### src/rtl/serial_loader.sv
// UART (8N1) boot loader: receives a word count then little-endian words and writes them to data memory.
// Stop-bit sample -> byte valid 1 cycle; 4th byte valid -> MemWrite 1 cycle; last MemWrite -> done 2 cycles.
`timescale 1ns/1ps
module serial_loader #(
  parameter int CLKS_PER_BIT = 434
) (
  input  logic        clk,
  input  logic        rst_n,
  input  logic        rx,
  output logic        MemWrite,
  output logic [31:0] address,
  output logic [31:0] writeData,
  output logic        busy,
  output logic        done,
  output logic        frame_err
);

  localparam int CW = $clog2(CLKS_PER_BIT + 1);
  localparam logic [CW-1:0] FULL_M1 = CW'(CLKS_PER_BIT - 1);
  localparam logic [CW-1:0] HALF_M1 = CW'(CLKS_PER_BIT / 2 - 1);

  localparam logic [1:0] RX_IDLE  = 2'd0;
  localparam logic [1:0] RX_START = 2'd1;
  localparam logic [1:0] RX_DATA  = 2'd2;
  localparam logic [1:0] RX_STOP  = 2'd3;

  localparam logic [1:0] L_IDLE  = 2'd0;
  localparam logic [1:0] L_DATA  = 2'd1;
  localparam logic [1:0] L_WRITE = 2'd2;
  localparam logic [1:0] L_DONE  = 2'd3;

  logic          rx_s1_q, rx_s2_q;
  logic [1:0]    rx_state_q, rx_state_d;
  logic [CW-1:0] cnt_q, cnt_d;
  logic [2:0]    bit_q, bit_d;
  logic [7:0]    shift_q, shift_d;
  logic          rx_vld_q, rx_vld_d;
  logic          rx_ferr_q, rx_ferr_d;

  logic [1:0]  ld_state_q, ld_state_d;
  logic [7:0]  idx_q, idx_d;
  logic [8:0]  rem_q, rem_d;
  logic [1:0]  bcnt_q, bcnt_d;
  logic [31:0] word_q, word_d;
  logic        mw_q, mw_d;
  logic [31:0] addr_q, addr_d;
  logic [31:0] wd_q, wd_d;
  logic        busy_q, busy_d;
  logic        done_q, done_d;
  logic        ferr_q, ferr_d;

  // Receiver: all decisions use the synchronized line rx_s2_q.
  always_comb begin
    rx_state_d = rx_state_q;
    cnt_d      = cnt_q;
    bit_d      = bit_q;
    shift_d    = shift_q;
    rx_vld_d   = 1'b0;
    rx_ferr_d  = 1'b0;
    case (rx_state_q)
      RX_IDLE: begin
        if (!rx_s2_q) begin
          rx_state_d = RX_START;
          cnt_d      = '0;
        end
      end
      RX_START: begin
        if (cnt_q == HALF_M1) begin
          cnt_d      = '0;
          bit_d      = 3'd0;
          rx_state_d = rx_s2_q ? RX_IDLE : RX_DATA;
        end else begin
          cnt_d = cnt_q + CW'(1);
        end
      end
      RX_DATA: begin
        if (cnt_q == FULL_M1) begin
          cnt_d   = '0;
          shift_d = {rx_s2_q, shift_q[7:1]};
          bit_d   = bit_q + 3'd1;
          if (bit_q == 3'd7) rx_state_d = RX_STOP;
        end else begin
          cnt_d = cnt_q + CW'(1);
        end
      end
      default: begin
        if (cnt_q == FULL_M1) begin
          rx_state_d = RX_IDLE;
          rx_vld_d   = rx_s2_q;
          rx_ferr_d  = !rx_s2_q;
        end else begin
          cnt_d = cnt_q + CW'(1);
        end
      end
    endcase
  end

  // Loader: received byte stays in shift_q while rx_vld_q is high.
  always_comb begin
    ld_state_d = ld_state_q;
    idx_d      = idx_q;
    rem_d      = rem_q;
    bcnt_d     = bcnt_q;
    word_d     = word_q;
    mw_d       = 1'b0;
    addr_d     = addr_q;
    wd_d       = wd_q;
    busy_d     = busy_q;
    done_d     = 1'b0;
    ferr_d     = ferr_q | rx_ferr_q;
    case (ld_state_q)
      L_IDLE: begin
        if (rx_vld_q) begin
          rem_d      = (shift_q == 8'd0) ? 9'd256 : {1'b0, shift_q};
          idx_d      = 8'd0;
          bcnt_d     = 2'd0;
          busy_d     = 1'b1;
          ferr_d     = 1'b0;
          ld_state_d = L_DATA;
        end
      end
      L_DATA: begin
        if (rx_ferr_q) begin
          busy_d     = 1'b0;
          ld_state_d = L_IDLE;
        end else if (rx_vld_q) begin
          word_d[bcnt_q*8 +: 8] = shift_q;
          bcnt_d = bcnt_q + 2'd1;
          if (bcnt_q == 2'd3) begin
            mw_d       = 1'b1;
            addr_d     = {22'b0, idx_q, 2'b00};
            wd_d       = {shift_q, word_q[23:0]};
            ld_state_d = L_WRITE;
          end
        end
      end
      L_WRITE: begin
        idx_d      = idx_q + 8'd1;
        rem_d      = rem_q - 9'd1;
        ld_state_d = (rem_q == 9'd1) ? L_DONE : L_DATA;
      end
      default: begin
        done_d     = 1'b1;
        busy_d     = 1'b0;
        ld_state_d = L_IDLE;
      end
    endcase
  end

  always_ff @(posedge clk or negedge rst_n) begin
    if (!rst_n) begin
      rx_s1_q    <= 1'b1;
      rx_s2_q    <= 1'b1;
      rx_state_q <= RX_IDLE;
      cnt_q      <= '0;
      bit_q      <= 3'd0;
      shift_q    <= 8'd0;
      rx_vld_q   <= 1'b0;
      rx_ferr_q  <= 1'b0;
      ld_state_q <= L_IDLE;
      idx_q      <= 8'd0;
      rem_q      <= 9'd0;
      bcnt_q     <= 2'd0;
      word_q     <= 32'd0;
      mw_q       <= 1'b0;
      addr_q     <= 32'd0;
      wd_q       <= 32'd0;
      busy_q     <= 1'b0;
      done_q     <= 1'b0;
      ferr_q     <= 1'b0;
    end else begin
      rx_s1_q    <= rx;
      rx_s2_q    <= rx_s1_q;
      rx_state_q <= rx_state_d;
      cnt_q      <= cnt_d;
      bit_q      <= bit_d;
      shift_q    <= shift_d;
      rx_vld_q   <= rx_vld_d;
      rx_ferr_q  <= rx_ferr_d;
      ld_state_q <= ld_state_d;
      idx_q      <= idx_d;
      rem_q      <= rem_d;
      bcnt_q     <= bcnt_d;
      word_q     <= word_d;
      mw_q       <= mw_d;
      addr_q     <= addr_d;
      wd_q       <= wd_d;
      busy_q     <= busy_d;
      done_q     <= done_d;
      ferr_q     <= ferr_d;
    end
  end

  assign MemWrite  = mw_q;
  assign address   = addr_q;
  assign writeData = wd_q;
  assign busy      = busy_q;
  assign done      = done_q;
  assign frame_err = ferr_q;

endmodule

### config.mk
export PLATFORM = sky130hd
export DESIGN_NAME = serial_loader
export DESIGN_NICKNAME = d
export VERILOG_FILES = /design/src/rtl/serial_loader.sv
export SDC_FILE = /design/constraint.sdc
export NUM_CORES = 1
export LEC_CHECK = 0
export CAP_MARGIN = 20
export CELL_PAD_IN_SITES_DETAIL_PLACEMENT = 1
export CELL_PAD_IN_SITES_GLOBAL_PLACEMENT = 1
export CORE_MARGIN = 2
export CORE_UTILIZATION = 40
export DETAILED_ROUTE_END_ITERATION = 10
export GPL_TIMING_DRIVEN = 0
export PLACE_DENSITY = 0.7
export SETUP_SLACK_MARGIN = 0.2
export SYNTH_ARGS = -nofsm -noshare
export SYNTH_HDL_FRONTEND = slang
export SYNTH_SLANG_ARGS = --single-unit
export TNS_END_PERCENT = 50
### constraint.sdc
create_clock -name clk -period 2.1 [get_ports clk]
set_input_delay 0.42 -clock clk [delete_from_list [all_inputs] [get_ports clk]]
set_output_delay 0.42 -clock clk [all_outputs]
set_load 0.02 [all_outputs]
==> results of run 1 <==
## cell type report
| type | instances | share of cell area, % |
|---|---|---|
| Clock buffer | 22 | 6.87 |
| Inverter | 15 | 0.816 |
| Tap cell | 172 | 3.12 |
| Timing Repair Buffer | 59 | 8.67 |
| Buffer | 41 | 3.68 |
| Sequential cell | 115 | 41.8 |
| Clock inverter | 10 | 1.89 |
| Multi-Input combinational cell | 340 | 33.2 |
## stage by stage
step / util (%) / TNS, ns / setup slack [ns] / power (uW)
floorplan: - / 0 / 0.400 / 2330
global placement: 47.3 / -432.15 / -3.79 / 2380
detailed placement: 47.5 / -0.645 / -0.134 / 2390
CTS: 52.6 / 0 / 0.156 / 5330
global route: 54.0 / 0 / 0.111 / 5460
finish: 54.0 / 0 / 0.210 / 5300
## flip-flops by register name, indices dropped and copies added, names as in the netlist
name	cells
rx_s1_q	1
rx_ferr_q	1
address	8
cnt_q	9
writeData	32
busy	1
MemWrite	1
idx_q	8
rx_s2_q	1
ld_state_q	2
bit_q	3
bcnt_q	2
rx_state_q	2
shift_q	8
frame_err	1
rx_vld_q	1
word_q	24
rem_q	9
done	1
## Yosys cell counts (2+ instances only)
master / number / area, sq um
or2_2: 2 / 12.5
buf_4: 24 / 180
dfstp_2: 2 / 52.6
nor2_1: 21 / 78.8
mux2_2: 47 / 529
ha_1: 17 / 213
nand2_1: 78 / 293
o22a_1: 2 / 17.5
nand3_1: 13 / 65.1
nor3_1: 4 / 20.0
dfrtp_1: 113 / 2830
nand4_1: 3 / 18.8
and3_1: 7 / 43.8
o21bai_1: 2 / 15.0
xor2_1: 3 / 26.3
nor2b_1: 2 / 12.5
nand2b_1: 7 / 43.8
inv_1: 15 / 56.3
buf_2: 5 / 25.0
buf_1: 2 / 7.51
a41oi_1: 3 / 26.3
or3_1: 2 / 12.5
clkbuf_1: 10 / 37.5
o22ai_1: 2 / 12.5
a21oi_1: 11 / 55.1
nor3b_1: 8 / 60.1
a31oi_1: 5 / 31.3
a22o_1: 6 / 52.6
nor4_1: 4 / 25.0
xnor2_1: 2 / 17.5
and3b_1: 2 / 17.5
o21ai_0: 47 / 235
## what timing repair did
item | 4_1_cts | 5_1_grt
hold buffers | 1 | 0
endpoints found under the hold margin | 48 | 0
buffers inserted | 0 | 11
gates resized for setup | 8 | 24
setup endpoints to repair | 71 | 81
pin swaps | 0 | 2
## report_power, final
| group | internal [uW] | switching [uW] | total (uW) | leakage [uW] |
|---|---|---|---|---|
| Clock | 1950 | 999 | 2950 | 0.000296 |
| Sequential | 2220 | 1.61 | 2220 | 0.00158 |
| Combinational | 39.9 | 88.9 | 129 | 0.00140 |
| Total | 4210 | 1090 | 5300 | 0.00327 |
## cell families (layout without fill, tap and decap cells)
family,after synthesis,count (layout),synth area share (%)
mux,48,48,10.2
fa+ha+maj,17,17,4.03
simple gates,162,162,14.9
buf+inv,56,147,5.81
flops,115,115,54.6
other cells,1,24,0.0710
compound gates,84,84,9.60
xor+xnor,5,5,0.830
## metal layers
| metal | routed length [microns] | vias to the layer above | track usage, % |
|---|---|---|---|
| li1 | - | 1844 | - |
| met1 | 5650 | 1974 | 22.6 |
| met2 | 6770 | 74 | 33.0 |
| met3 | 356 | 21 | 4.41 |
| met4 | 240 | 0 | 7.29 |
| met5 | 0 | - | 0 |
## worst paths after layout
check | endpoint | slack (ns)
worst min-delay path | rx_s2_q | 0.37
max in group asynchronous | address[3] | 0.89
worst max-delay path | rx_state_q[1] | 0.21
min in group asynchronous | writeData[23] | 0.53
worst max register to register | rx_state_q[1] | 0.21
worst min register to register | rx_s2_q | 0.37
==> flow_summary_export.csv, run 1 <==
group,metric,value,unit
critical_path,reg2reg_from,"cnt_q[1]",
floorplanning,start_util,41.3,%
logic_synthesis,ys_async_sr_fraction,100,%
hold_path,worstHoldStart,"rx_s1_q",
critical_path,crit_chain,"inv_2 > ha_2 > and4bb_2 > and3_4 > or3_4 > and4_4 > a31oi_1",
floorplanning,die_h,119,microns
timing,period_needed,1.89,ns
hold_path,whs_path_depth,0,
critical_path,path_class,"reg -> reg",
timing,final.setup_skew,0.00438,ns
routing,routedWlPerCell,16.8,microns
grt,antenna_found_initial,0,
critical_path,crit_cells,7,
clock_network,clk_latency,0.41,ns
grt,grt_pass1_vias,4153,
critical_path,worstPathArrival,2.22,ns
critical_path,start_kind,"flip-flop",
clock_network,clockBufferDepth,2,
critical_path,cpMaxStageDelayCell,"dfrtp_1",
logic_synthesis,synth_warnings,0,
routing,drc,0,
cells_and_area,multi_input_area,2290,sq um
grt,grt_max_degree,66,
cells_and_area,layout.area.seq,2880,sq um
cells_and_area,drive_gt1_share,25.1,%
cells_and_area,nets,609,
hold_path,hp-class,"reg -> reg",
placed_design,place_area,6070,sq um
timing,holdWs,0.371,ns
routing,vias,3913,
timing,max_slew.worst_pin.slew,0.530,ns
logic_synthesis,synth_flop_cell,"dfrtp_1",
critical_path,cp_top_family,"simple AND/OR/NAND/NOR gates",
critical_path,cp-end-kind,"flip-flop",
timing,hold_viol,0,
clock_network,htreeDepth,4,
logic_synthesis,ys_types,49,
routing,drt_iter0_markers,144,
critical_path,max_stage_delay,0.41,ns
clock_network,clock_sinks,115,
timing,fmax,529,MHz
placed_design,port_buffers,46,
run_status,run_status,"complete, no violations",
floorplanning,dieArea,14100,sq um
floorplanning,num_io_pins,71,
timing,finalSetupViolations,0,
placed_design,dp.cells,730,
cells_and_area,final_common_cell,"dfrtp_1",
cells_and_area,final_area,6900,sq um
job,drv_cap,0,
clock_network,cts_tree,"built",
logic_synthesis,ys_seq_area_share,54.6,%
logic_synthesis,netlist_area,5280,sq um
power_and_ir_drop,power_per_cell_area,768,nW/um^2
grt,overflow,0,
clock_network,root_buffer,"clkbuf_16",
clock_network,clkTransAtPathRegs,0.05,ns
timing,rsz0062_at_grt,"yes",
cells_and_area,num_antenna_cells,0,
timing,fin_crit_sh,90.0,%
critical_path,ff2ff_path_depth,7,
logic_synthesis,synth_area_per_cell,10.8,sq um
routing,drt_pre_antenna_iters,4,
floorplanning,core,12800,sq um
placed_design,gp_congestion,0.832,
clock_network,cts_buffers,17,
logic_synthesis,synth_edf_count,0,
logic_synthesis,ys_seq_elements,115,
critical_path,cp_num_buf_inv,1,
routing,vias_per_cell,5.06,
power_and_ir_drop,p_leak,0.00327,uW
routing,totalWireLength,13000,microns
cells_and_area,stdcell_count,774,
floorplanning,die_x,119,microns
critical_path,crit_start,"cnt_q[1]",
cells_and_area,layout_common_cells,"111 x dfrtp_1, 75 x nand2_1, 47 x mux2_2",
routing,detail-route-antenna-nets,0,
cells_and_area,nFillCells,1363,
cells_and_area,areaGrowthSynthToFinish,30.7,%
logic_synthesis,syn_inst,488,
grt,grt_pass1_wl,21000,microns
critical_path,cp_max_fo,4,
timing,drv_slew,0,
critical_path,worstPathRequired,2.43,ns
power_and_ir_drop,ir_drop,0.480,mV
grt,grt_usage,18.9,%
floorplanning,num_rows,41,
timing,slew_headroom,64.6,%
placed_design,dp_hpwl,8590,microns
No activity file was read; power rests on OpenSTA's default activity.
==> run 2: changes to the inputs <==
--- a/config.mk
+++ b/config.mk
@@ -5,7 +5,7 @@
 export SDC_FILE = /design/constraint.sdc
 export NUM_CORES = 1
 export LEC_CHECK = 0
-export CAP_MARGIN = 20
+export CAP_MARGIN = 30
 export CELL_PAD_IN_SITES_DETAIL_PLACEMENT = 1
 export CELL_PAD_IN_SITES_GLOBAL_PLACEMENT = 1
 export CORE_MARGIN = 2
@@ -17,4 +17,3 @@
 export SYNTH_ARGS = -nofsm -noshare
 export SYNTH_HDL_FRONTEND = slang
 export SYNTH_SLANG_ARGS = --single-unit
-export TNS_END_PERCENT = 50
==> run 2 against run 1 <==
Final area shrank 0.11%. Setup slack gained 0.028 ns. Routed wire length shrank 0.74%. Critical path depth is the same. Largest power group unchanged. Power is essentially flat. Global-route usage is the same.
==> flow_summary_export.csv, run 2 (synthesis gave the netlist of run 1 again) <==
group,metric,value,unit
timing,slew_headroom,64.0,%
grt,antenna_found_initial,0,
routing,drt_iter0_markers,146,
routing,detail-route-antenna-nets,0,
grt,grt_max_degree,66,
clock_network,clock_sinks,115,
critical_path,worstPathArrival,2.16,ns
cells_and_area,drive_gt1_share,25.1,%
timing,setup_tns,0,ns
timing,drv_slew,0,
grt,grt_pass1_wl,21000,microns
routing,vias_per_cell,5.03,
timing,rsz0062_at_grt,"yes",
critical_path,start_kind,"flip-flop",
routing,vias,3890,
hold_path,hp-class,"reg -> reg",
critical_path,reg2reg_from,"cnt_q[1]",
routing,drc,0,
clock_network,htreeDepth,4,
timing,fin_crit_sh,88.7,%
cells_and_area,num_antenna_cells,0,
routing,totalWireLength,12900,microns
grt,grt_usage,18.9,%
clock_network,clk_latency,0.42,ns
grt,grt_pass1_vias,4150,
floorplanning,start_util,41.3,%
cells_and_area,final_area,6890,sq um
grt,overflow,0,
critical_path,crit_start,"cnt_q[1]",
job,drv_cap,0,
floorplanning,dieArea,14100,sq um
clock_network,cts_tree,"built",
floorplanning,die_h,119,microns
clock_network,root_buffer,"clkbuf_16",
timing,final.setup_skew,0.00544,ns
power_and_ir_drop,power_per_cell_area,769,nW/um^2
cells_and_area,final_common_cell,"dfrtp_1",
critical_path,reg2reg_setup_slack,0.24,ns
routing,routedWlPerCell,16.7,microns
timing,period_needed,1.86,ns
floorplanning,core,12800,sq um
critical_path,cp-end-kind,"flip-flop",
hold_path,worstHoldStart,"rx_s1_q",
floorplanning,die_x,119,microns
floorplanning,num_io_pins,71,
critical_path,worstPathRequired,2.39,ns
routing,drt_pre_antenna_iters,4,
placed_design,port_buffers,46,
timing,fmax,537,MHz
placed_design,gp_congestion,0.832,
placed_design,dp_hpwl,8590,microns
placed_design,place_area,6070,sq um
timing,finalSetupViolations,0,
power_and_ir_drop,p_leak,0.00327,uW
timing,worst_slack,0.238,ns
placed_design,dp.cells,730,
floorplanning,num_rows,41,
critical_path,cp_max_fo,4,
cells_and_area,stdcell_count,773,
clock_network,clkTransAtPathRegs,0.05,ns
timing,max_slew.worst_pin.slew,0.539,ns
power_and_ir_drop,ir_drop,0.598,mV
clock_network,cts_buffers,17,
clock_network,clockBufferDepth,2,
run_status,run_status,"complete, no violations",
cells_and_area,areaGrowthSynthToFinish,30.6,%
critical_path,path_class,"reg -> reg",
placed_design,preCtsSetupSlack,-0.134,ns
cells_and_area,layout_common_cells,"111 x dfrtp_1, 75 x nand2_1, 47 x mux2_2",
cells_and_area,largest_register_ffs,32,
timing,hold_viol,0,
cells_and_area,nets,608,
[run 2: changes by cell type in the layout (fill, tap and decap cells not counted), sizes merged]
cell and change:
buf -1
[run 2: final timing paths]
check | end | cells after the start
setup / recovery | rx_state_q[0] | 7
hold reg to reg | rx_s2_q | 0
max in group asynchronous | address[6] | 3
setup reg to reg | rx_state_q[0] | 7
hold / removal | rx_s2_q | 0
min in group asynchronous | writeData[23] | 2
[run 2: per-stage QoR]
stage	util, %	power, uW	hold WS (ns)
3_5_place_dp	47.5	2390	0.363
5_1_grt	54.0	5470	0.371
4_1_cts	52.7	5330	0.374
2_1_floorplan	-	2330	0.124
3_3_place_gp	47.3	2380	0.353
6_report	54.0	5300	0.373
[run 2: critical path: stages (launching register included)]
cell      delay (ns)
dfrtp_1         0.40
inv_2           0.06
ha_1            0.17
and4bb_2        0.26
and3_4          0.20
or3_1           0.32
and4_4          0.22
mux2i_1         0.12
[run 2: final cells by class]
cell class / count / area (sq um)
well taps: 172 / 215
multi-input cells: 340 / 2290
fillers: 1355 / 5880
clock buffers: 22 / 474
clock inverters: 10 / 130
flip-flops and latches: 115 / 2880
repair buffers: 58 / 591
inverters: 15 / 56.3
plain buffers: 41 / 255
[run 2: routing by layer]
metal	up-vias	wire, microns	share of wire [%]	global-route usage (%)
li1	1836	-	-	-
met1	1959	5690	44	22.6
met2	75	6600	51	33.0
met3	20	386	3.0	4.41
met4	0	242	1.9	7.29
met5	-	0	0	0
[run 2: what timing repair did]
item | CTS | global route
endpoints found under the setup margin | 71 | 74
hold buffers | 1 | 0
hold endpoints to repair | 48 | 0
resized for setup | 11 | 23
setup buffers | 0 | 10
pin swaps | 0 | 3
[run 2: where the power goes]
part	internal (uW)	leakage, uW	switching (uW)
combinational	39.9	0.00139	88.7
sequential	2220	0.00158	1.38
clock	1950	0.000296	1000
==> run 3: changes to the inputs <==
--- a/config.mk
+++ b/config.mk
@@ -10,9 +10,11 @@
 export CELL_PAD_IN_SITES_GLOBAL_PLACEMENT = 1
 export CORE_MARGIN = 2
 export CORE_UTILIZATION = 40
+export CTS_CLUSTER_SIZE = 40
 export DETAILED_ROUTE_END_ITERATION = 10
 export GPL_TIMING_DRIVEN = 0
 export PLACE_DENSITY = 0.7
+export RECOVER_POWER = 50
 export SETUP_SLACK_MARGIN = 0.2
 export SYNTH_ARGS = -nofsm -noshare
 export SYNTH_HDL_FRONTEND = slang
==> constraint.sdc (replaced) <==
create_clock -name clk -period 2.1 [get_ports clk]
set_input_delay 0.42 -clock clk [delete_from_list [all_inputs] [get_ports clk]]
set_output_delay 0.42 -clock clk [all_outputs]
set_load 0.01 [all_outputs]
==> run 3 against run 2 <==
Hold slack lost 0.0031 ns. Setup slack lost 0.034 ns. Die area unchanged. Critical path depth shrank 2. Register-to-register slack lost 0.03 ns. Final area is 0.15% lower. Non-clock buffer count unchanged. Global-route usage unchanged. Fmax is 1.8% lower. Critical endpoint is now writeData[21].
==> flow_summary_export.csv, run 3 (synthesis gave the netlist of run 1 again) <==
group,metric,value,unit
run_status,run_status,"complete, no violations",
cells_and_area,num_antenna_cells,0,
grt,grt_use_met2,33.0,%
critical_path,worstPathRequired,2.40,ns
critical_path,ff2ff_path_depth,5,
grt,grtUsageMet3,4.41,%
timing,fmax,527,MHz
critical_path,start_kind,"flip-flop",
power_and_ir_drop,power,5270,uW
critical_path,worstPathArrival,2.19,ns
job,drv_cap,0,
critical_path,reg2reg_setup_slack,0.20,ns
timing,rsz0062_at_grt,"yes",
clock_network,clockBufferDepth,2,
placed_design,port_buffers,46,
critical_path,crit_chain,"nor2_1 > and3_1 > nand2_2 > clkbuf_4 > mux2_2",
clock_network,htreeDepth,4,
routing,vias,3900,
timing,fin_crit_sh,90.3,%
power_and_ir_drop,ir_drop,0.597,mV
timing,hold_viol,0,
placed_design,dp_hpwl,8590,microns
power_and_ir_drop,power_per_cell_area,766,nW/um^2
clock_network,cts_buffers,17,
routing,drc,0,
floorplanning,start_util,41.3,%
routing,detail-route-antenna-nets,0,
grt,grt_usage,18.9,%
routing,drt_iter0_markers,156,
clock_network,clkTransAtPathRegs,0.05,ns
routing,routedWlPerCell,16.7,microns
critical_path,cp-end-kind,"flip-flop",
placed_design,dp.cells,730,
clock_network,root_buffer,"clkbuf_16",
timing,max_slew.worst_pin.slew,0.534,ns
clock_network,clk_latency,0.42,ns
cells_and_area,areaGrowthSynthToFinish,30.4,%
hold_path,hold_end,"rx_s2_q",
timing,slew_headroom,64.3,%
routing,totalWireLength,12900,microns
grt,overflow,0,
timing,drv_slew,0,
critical_path,reg2reg_from,"ld_state_q[1]",
floorplanning,num_rows,41,
floorplanning,dieArea,14100,sq um
timing,period_needed,1.90,ns
floorplanning,core,12800,sq um
timing,setup_tns,0,ns
critical_path,cp_top_family,"simple AND/OR/NAND/NOR gates",
routing,drt_pre_antenna_iters,4,
cells_and_area,nets,608,
clock_network,cts_tree,"built",
hold_path,worstHoldStart,"rx_s1_q",
grt,grt_pass1_vias,4150,
critical_path,cp_num_buf_inv,1,
critical_path,max_stage_delay,0.40,ns
timing,final.setup_skew,0.00572,ns
grt,grt_pass1_wl,21000,microns
cells_and_area,largest_register_ffs,32,
floorplanning,num_io_pins,71,
timing,finalSetupViolations,0,
cells_and_area,final_common_cell,"dfrtp_1",
cells_and_area,layout_common_cells,"111 x dfrtp_1, 75 x nand2_1, 47 x mux2_2",
routing,vias_per_cell,5.05,
power_and_ir_drop,p_leak,0.00327,uW
grt,gr-max-usage-layer,"met2",
floorplanning,die_x,119,microns
grt,grt_max_degree,66,
critical_path,r2r_end,"writeData[21]",
clock_network,clock_sinks,115,
cells_and_area,stdcell_count,773,
placed_design,gp_congestion,0.832,
critical_path,cpMaxStageDelayCell,"dfrtp_1",
hold_path,whs_path_depth,0,
grt,antenna_found_initial,0,
critical_path,cp_max_fo,10,
floorplanning,die_h,119,microns
cells_and_area,drive_gt1_share,24.3,%
critical_path,path_class,"reg -> reg",
hold_path,hp-class,"reg -> reg",
grt,met1_usage,22.6,%
[run 3: layout make-up]
class | instances | area, sq um
Buffer | 41 | 254
Fill cell | 1355 | 5890
Multi-Input combinational cell | 340 | 2280
Inverter | 15 | 56.3
Clock buffer | 22 | 474
Timing Repair Buffer | 58 | 591
Sequential cell | 115 | 2880
Tap cell | 172 | 215
Clock inverter | 10 | 130
[run 3: worst max path at each step]
stage | start | to | slack [ns] | depth (start not counted)
floorplan | cnt_q[0] | rx_state_q[0] | 0.40 | 6
global route | ld_state_q[1] | word_q[8] | 0.08 | 6
finish | ld_state_q[1] | writeData[21] | 0.20 | 5
detailed placement | bcnt_q[0] | word_q[5] | -0.13 | 5
CTS | ld_state_q[1] | writeData[21] | 0.18 | 5
global placement | rst_n | address[2] | -3.79 | 1
[run 3: metrics by stage]
stage / util (%) / hold WS, ns / cell area [sq um] / worst slack [ns]
detailed placement: 47.5 / 0.363 / 6070 / -0.134
global route: 53.9 / 0.371 / 6880 / 0.0777
finish: 53.9 / 0.370 / 6880 / 0.204
global placement: 47.3 / 0.353 / 6040 / -3.79
CTS: 52.7 / 0.374 / 6740 / 0.178
floorplan: - / 0.124 / 5370 / 0.400
[run 3: worst register-to-register path, cell delays in order (launching register included)]
cell and delay [ns]:
dfrtp_1 0.40, nor2_1 0.26, and3_1 0.32, nand2_2 0.20
clkbuf_4 0.27, mux2_2 0.31
[run 3: power breakdown]
part | switching [uW] | internal [uW] | total (uW)
Clock | 994 | 1950 | 2940
Combinational | 70.3 | 38.5 | 109
Sequential | 1.37 | 2220 | 2220
Total | 1070 | 4210 | 5270
[run 3: repair_timing]
| item | CTS | global route |
|---|---|---|
| hold buffers | 1 | 0 |
| endpoints found under the hold margin | 48 | 0 |
| buffers inserted | 0 | 10 |
| gates resized for setup | 11 | 23 |
| pin swaps | 0 | 3 |
| endpoints found under the setup margin | 71 | 74 |
[run 3: routing by layer]
metal / up-vias / wire length (microns) / part of all wire (%)
li1: 1836 / - / -
met1: 1962 / 5650 / 44
met2: 81 / 6600 / 51
met3: 21 / 419 / 3.2
met4: 0 / 243 / 1.9
met5: - / 0 / 0
